<file path="src/rtl/fetch_pkg.sv">
// Shared fetch/decode types: the queued IF/ID entry, the ack FSM states and
// the instruction-extraction helper used at capture time.
package fetch_pkg;

  localparam int XLEN = 64;
  localparam int ILEN = 32;

  typedef struct packed {
    logic [ILEN-1:0] instr;
    logic [XLEN-1:0] pc;
    logic            misaligned;
  } if_id_entry_t;

  typedef enum logic {
    IDLE = 1'b0,
    ACK  = 1'b1
  } ack_state_t;

  // pc[2] picks which half of the 64-bit cache word holds the instruction
  function automatic if_id_entry_t extract_entry(input logic [XLEN-1:0] word,
                                                 input logic [XLEN-1:0] pc);
    if_id_entry_t e;
    e.instr      = pc[2] ? word[63:32] : word[31:0];
    e.pc         = pc;
    e.misaligned = |pc[1:0];
    return e;
  endfunction

endpackage

</file>
<file path="src/rtl/if_id_fifo.sv">
// Generic DEPTH-entry synchronous FIFO of IF/ID entries with clear.
// clear wins over push/pop; a full FIFO accepts a push when it pops the same cycle.
module if_id_fifo
  import fetch_pkg::*;
#(
  parameter int DEPTH = 2
) (
  input  logic                     clk,
  input  logic                     reset,
  input  logic                     push,
  input  logic                     pop,
  input  logic                     clear,
  input  if_id_entry_t             wdata,
  output if_id_entry_t             rdata,
  output logic [$clog2(DEPTH):0]   count,
  output logic                     full,
  output logic                     empty
);

  localparam int AW = $clog2(DEPTH);

  if_id_entry_t   mem [DEPTH];
  logic [AW-1:0]  wr_ptr, rd_ptr;
  logic           do_push, do_pop;

  assign empty   = (count == '0);
  assign full    = (count == (AW+1)'(DEPTH));
  assign do_pop  = pop && !empty;
  assign do_push = push && (!full || do_pop);
  assign rdata   = mem[rd_ptr];

  // pointers and occupancy; pointers wrap naturally since DEPTH is a power of two
  always_ff @(posedge clk) begin
    if (reset || clear) begin
      wr_ptr <= '0;
      rd_ptr <= '0;
      count  <= '0;
    end else begin
      if (do_push) wr_ptr <= wr_ptr + 1'b1;
      if (do_pop)  rd_ptr <= rd_ptr + 1'b1;
      case ({do_push, do_pop})
        2'b10:   count <= count + 1'b1;
        2'b01:   count <= count - 1'b1;
        default: count <= count;
      endcase
    end
  end

  // storage; zeroed on reset so the decoder-facing data reads 0 out of reset
  always_ff @(posedge clk) begin
    if (reset) begin
      for (int i = 0; i < DEPTH; i++) mem[i] <= '0;
    end else if (do_push && !clear) begin
      mem[wr_ptr] <= wdata;
    end
  end

endmodule

</file>
<file path="src/rtl/if_id_buffer.sv">
// IF/ID buffer: captures one entry per fetcher_done assertion, acks the fetcher
// with a one-cycle pulse, and queues entries for the decoder. Flush empties the
// queue but still acks a pending fetch so the fetcher is released.
module if_id_buffer
  import fetch_pkg::*;
#(
  parameter int DEPTH = 2,
  parameter int XLEN  = 64   // must match fetch_pkg::XLEN (entry layout)
) (
  input  logic                   clk,
  input  logic                   reset,
  input  logic                   fetcher_done,
  input  logic [XLEN-1:0]        fetch_word,
  input  logic [XLEN-1:0]        fetch_pc,
  input  logic                   flush,
  output logic                   if_id_pipeline_valid,
  output logic                   id_valid,
  input  logic                   id_ready,
  output logic [31:0]            id_instr,
  output logic [XLEN-1:0]        id_pc,
  output logic                   id_misaligned,
  output logic [$clog2(DEPTH):0] fifo_count
);

  ack_state_t   state, state_nxt;
  logic         done_seen;
  logic         pop, cap, push, full, empty;
  if_id_entry_t wentry, head;

  assign pop    = id_valid && id_ready;
  // during flush nothing is written, so room is not needed to ack
  assign cap    = fetcher_done && !done_seen && (flush || !full || pop);
  assign push   = cap && !flush;
  assign wentry = extract_entry(fetch_word, fetch_pc);

  if_id_fifo #(.DEPTH(DEPTH)) u_fifo (
    .clk   (clk),
    .reset (reset),
    .push  (push),
    .pop   (pop),
    .clear (flush),
    .wdata (wentry),
    .rdata (head),
    .count (fifo_count),
    .full  (full),
    .empty (empty)
  );

  assign id_valid      = !empty;
  assign id_instr      = head.instr;
  assign id_pc         = head.pc;
  assign id_misaligned = head.misaligned;

  assign if_id_pipeline_valid = (state == ACK);

  // ack state register
  always_ff @(posedge clk) begin
    if (reset) state <= IDLE;
    else       state <= state_nxt;
  end

  // ack lasts exactly one cycle after each capture
  always_comb begin
    state_nxt = state;
    case (state)
      IDLE:    if (cap) state_nxt = ACK;
      ACK:     state_nxt = IDLE;
      default: state_nxt = IDLE;
    endcase
  end

  // done_seen edge-qualifies fetcher_done: one assertion yields one capture
  always_ff @(posedge clk) begin
    if (reset)             done_seen <= 1'b0;
    else if (!fetcher_done) done_seen <= 1'b0;
    else if (cap)          done_seen <= 1'b1;
  end

endmodule

</file>
<file path="config.mk">
export PLATFORM = sky130hd
export DESIGN_NAME = if_id_buffer
export DESIGN_NICKNAME = d
export VERILOG_FILES = /design/src/rtl/fetch_pkg.sv /design/src/rtl/if_id_fifo.sv /design/src/rtl/if_id_buffer.sv
export SDC_FILE = /design/constraint.sdc
export NUM_CORES = 1
export LEC_CHECK = 0
export ABC_AREA = 1
export CAP_MARGIN = 20
export CORE_UTILIZATION = 55
export CTS_BUF_LIST = sky130_fd_sc_hd__clkbuf_4
export DETAILED_ROUTE_END_ITERATION = 8
export HOLD_SLACK_MARGIN = 0.02
export PLACE_DENSITY = 0.94
export SETUP_SLACK_MARGIN = 0.02
export SYNTH_ARGS = -nofsm -noshare
export SYNTH_HDL_FRONTEND = slang
export SYNTH_HIERARCHICAL = 1
export SYNTH_SLANG_ARGS = --single-unit
</file>
<file path="constraint.sdc">
create_clock -name clk -period 6.9 [get_ports clk]
set_clock_uncertainty 0.2 [all_clocks]
set_input_delay 1.035 -clock clk [delete_from_list [all_inputs] [get_ports clk]]
set_output_delay 1.035 -clock clk [all_outputs]
set_load 0.02 [all_outputs]
</file>
**Yosys cells after proc, flatten, opt, wreduce, memory -nomap -nowiden**

Memories as Yosys holds them, arrays and structs flattened. A register that Yosys moved wholly into a read port is not among the register bits.
Cells that the tools add are included.

- Bits in registers: 6
- Latch bits: 0
- Bits in writable memories: 194
- Bits in read-only memories: 0
- Input port bits: 133
- Output and inout port bits: 101
- Word-level logic and storage cells: 49
- Memories: 1

- Add/subtract/negate cells: 4
- $mul: 0
- Divide/modulo/power cells: 0
- Order comparisons: 0
- Equal/unequal tests: 3
- Shift-type cells: 0
- Mux-type cells: 14
- Bitwise gates (word level): 2
- Reductions and logical operators: 20

Memory list:

| memory | words | bits a word | rd ports | clocked after Yosys merged registers in | wr ports | line | RTL |
|---|---|---|---|---|---|---|---|
| u_fifo.mem | 2 | 97 | 1 | 1 | 2 | if_id_fifo.sv:22 | `if_id_entry_t mem [DEPTH];` |

Operators with widths:

| kind | count |
|---|---|
| 97-bit 2-to-1 mux | 1 |
| 97-bit OR reduction | 1 |
| 32-bit 2-to-1 mux | 1 |
| 1-bit 2-to-1 mux | 10 |
| 1-bit logical AND | 7 |
| 2-bit equality test, second input constant | 2 |
| 1-bit logical NOT | 4 |
| 1-bit logical OR | 4 |
| 2-bit one-hot mux with 2 select lines | 1 |
| 2-bit OR reduction | 2 |
| 1-bit adder, second input constant | 2 |
| 2-bit by 1-bit adder with 2-bit output, second input constant | 1 |
| 2-bit by 1-bit equality test with 1-bit output, second input constant | 1 |
| 2-bit logical NOT | 1 |
| 1-bit inverter | 2 |
| 1-bit one-hot mux with 2 select lines | 1 |
| 2-bit nonzero test | 1 |
| 2-bit by 1-bit subtractor with 2-bit output, second input constant | 1 |

**Logic depth before layout (Yosys ltp)**

- Depth after elaboration: 13
- Gate-level depth with buffers: 15
- Depth with buffers taken out: 15

**Modules after synthesis**

The synthesis kept the hierarchy.

Modules (own cells, without submodules):

| module | instances | cells each | area an instance (um^2) | seq. area each (um^2) |
|---|---|---|---|---|
| if_id_fifo | 1 | 658 | 8525.7 | 5925.7 |
| if_id_buffer | 1 | 123 | 726.9 | 40.0 |

**Worst setup path after synthesis**

Ideal clock, no wire load.

- Path kind: input to register
- Start point: in id_ready
- End point: mem u_fifo/mem[1][0] in the netlist's numbering, enable pin
- Library setup time: 0.459 ns
- Arrival: 4.049 ns
- Data required time: 6.241 ns
- Slack: 2.192 ns
- Cell stages on the path: 10
- Path buffers: 2
- Path through: nand2_1 -> nand2_1 -> nand2_1 -> nor2_1 -> nand2_1 -> inv_2 -> nand3_4 -> buf_6 -> buf_6 -> nand2_1

RTL lines:

| what | line | RTL |
|---|---|---|
| start: declaration | if_id_buffer.sv:18 | `input logic id_ready,` |
| end: declaration | if_id_fifo.sv:22 |  |

==> results.yml <==
run_status:
  outcome: "finished, final reports clean"
timing:
  max_freq_ghz: 0.2333
  slew_headroom_pct: 36.61
  finalCritPeriodShare_pct: 62.13
  tightest_slew_ns: 0.9508
  setup_viol: 0
  whs_ns: 0.2953
  hold_viol_final: 0
  timing.setup.tns_ns: 0
  slew_violations: 0
  grt_setup_unrepaired: "no"
  period_minus_slack_ns: 4.287
floorplan:
  io_pins: 234
  coreArea_um2: 16520
  die_x_um: 131.7
  die_area_um2: 17350
  initial_core_util_pct: 55.99
  rows: 47
  die_h_um: 131.7
pwr:
  total_leakage_power_nw: 5.184
  ir_drop_v: 0.0001259
  comb_power_share_pct: 10.9
  internal_power_mw: 1.973
  total_power_mw: 2.550
  clkPwrFrac_pct: 34.5
  switching_share_pct: 22.60
  power_density_nw_per_um2: 208.9
  seq_power_share_pct: 54.6
  p_sw_mw: 0.5762
global_routing:
  grt_pass1_wl_um: 30500
  grt_use_total_pct: 22.62
  grt_pass1_vias: 6508
  grt_start_max_net_pins: 83
  gr-total-overflow: 0
  antenna_found_initial: 2
run:
  maxCapViolCount: 0
layout:
  area_growth_syn_to_layout_pct: 31.91
  drive_gt1_share_pct: 22.36
  multi_input_area_um2: 2479
  num-fill-cells: 1061
  finalNetCount: 1167
  final-seq-area_um2: 5969
synth:
  synth-seq-area-share_pct: 64.48
  ys.flop_type: "edfxtp_1"
  synthSimpleGateAreaFrac_pct: 11.52
  synth_cell_types: 23
  synth_most_common_cell: "edfxtp_1"
  synth_xor_area_share_pct: 0
  synthMuxAreaShare_pct: 11.81
  synth_cells: 781
  synth_area_leaders: "edfxtp_1, mux2_2, nor2_1, inv_1, o21ai_2"
  synth-seq-cells: 201
  yosysTopAreaCell: "edfxtp_1"
  synth_common_cells: "edfxtp_1, nor2_1, inv_1"
  synth-edff-count: 194
  synthesis.nets: 914
  synthArstFlopShare_pct: 0
  yosysTopAreaCellShare_pct: 62.96
  synth_compound_area_share_pct: 3.245
  syn_area_um2: 9253
  synth_area_per_cell_um2: 11.85
  synth_top_family_by_area: "multiplexers"
  synthAdderAreaFrac_pct: 0
  yosysWarnings: 6
drt:
  remaining_drc_errors: 0
  met1Wirelength_um: 7261
  wl_met2_um: 10170
  first_iter_violations: 411
  wl_met3_um: 1485
  dr.max_layer_used: "met4"
  wire_per_inst_um: 15.15
  dr.pass1.iters: 4
  vias: 6355
  finalWirelength_um: 19420
  ant_nets: 0
  vias_per_cell: 4.957
setup_path:
  r2r_start: "u_fifo/count[0]"
  cp.arrival_ns: 3.05
  rrSetupSlack_ns: 2.89
  crit_path_end_kind: "output port"
  cp-endpoint: "id_pc[10]"
  critical_path_class: "register to output port"
  crit_fanout: 56
  required_ns: 5.66
  start_kind: "register"
  r2r-end: "u_fifo/mem[1][78]"
  reg2reg_depth: 13
clock_network:
  cts_tree: "done"
  clk_pin_slew_ns: 0.06
  clockRootBuffer: "clkbuf_4"
  ctsLongestPathBuffers: 3
  cts_sinks: 201
  insertion_delay_ns: 0.60
  post_cts_buffers: 0
  cts_inserted_buffers: 49
  htreeDepth: 2
  holdBufCountCts: 0
  postCtsResizedCells: 0
placement:
  gp_congestion: 0.7880
  port_buffers: 233
  post-dp-hpwl_um: 12640
worst_hold_path:
  hp-class: "register to register"
==> layer usage <==
metal / GRT usage (%) / up-vias
met3: 6.173 / 43
li1: - / 3063
met2: 40.65 / 277
met4: 9.755 / 0
met1: 25.08 / 2972
met5: 0 / -
==> worst max-delay path, stage by stage, from the launching register on <==
cell	delay, ns
dfxtp_4	0.70
buf_4	0.70
mux2_2	0.41
clkdlybuf4s50_1	0.56
==> cell type report <==
cell class                      instances  area share [%]
Inverter                              146           4.490
Clock buffer                           69           4.244
Clock inverter                          8          0.2563
Tap cell                              220           2.255
Timing Repair Buffer                  240           19.50
Sequential cell                       201           48.91
Multi-Input combinational cell        396           20.31
Antenna cell                            2         0.04100
==> registers in the layout, summed over array words and instances (netlist names), named ones only <==
name / count
u_fifo/mem: 194
done_seen: 1
u_fifo/rd_ptr: 1
if_id_pipeline_valid: 1
u_fifo/count: 2
u_fifo/wr_ptr: 1
==> cell usage in the layout, fill, tap and decap left out, drive strengths merged <==
cell and count:
nand3 7, dfxtp 7, a31oi 1, edfxtp 194, clkinv 7, clkbuf 69
nor2 202, o21ai 34, clkdlybuf4s50 232, nand4 1, a21oi 3, diode 2
buf 8, mux2 97, inv 147, nand2 49, or2 2
==> power groups by stage <==
stage	Clock, mW	Combinational (mW)	Sequential [mW]
3_5_place_dp	0	0.277	1.42
3_3_place_gp	0	0.272	1.41
5_1_grt	0.968	0.298	1.40
4_1_cts	0.903	0.279	1.39
2_1_floorplan	0	0.134	1.42
6_report	0.880	0.277	1.39
==> through the flow <==
step	instance area, µm²	worst slack, ns	utilization [%]	std cells
3_5_place_dp	11650	2.082	70.51	1203
4_1_cts	12200	2.564	73.83	1280
3_3_place_gp	11650	2.156	70.51	1203
5_1_grt	12200	2.421	73.85	1281
2_1_floorplan	9253	2.192	-	781
6_report	12210	2.613	73.86	1282
==> cell families after synthesis <==
kind of cell,after synthesis
muxes,97
buffers and inverters,184
and+or+nand+nor,261
AOI/OAI and AO/OA,38
DFF,201
==> how the worst min path moves through the flow <==
stage | depth (start not counted) | slack, ns | start | endpoint
after floorplan | 2 | 0.25 | u_fifo/rd_ptr | register
after global placement | 2 | 0.26 | u_fifo/rd_ptr | register
after detailed placement | 2 | 0.27 | u_fifo/rd_ptr | register
after CTS | 2 | 0.30 | if_id_pipeline_valid | if_id_pipeline_valid
after global routing | 2 | 0.31 | if_id_pipeline_valid | if_id_pipeline_valid
final | 2 | 0.30 | if_id_pipeline_valid | if_id_pipeline_valid
Power figures use the tool's default switching activity.
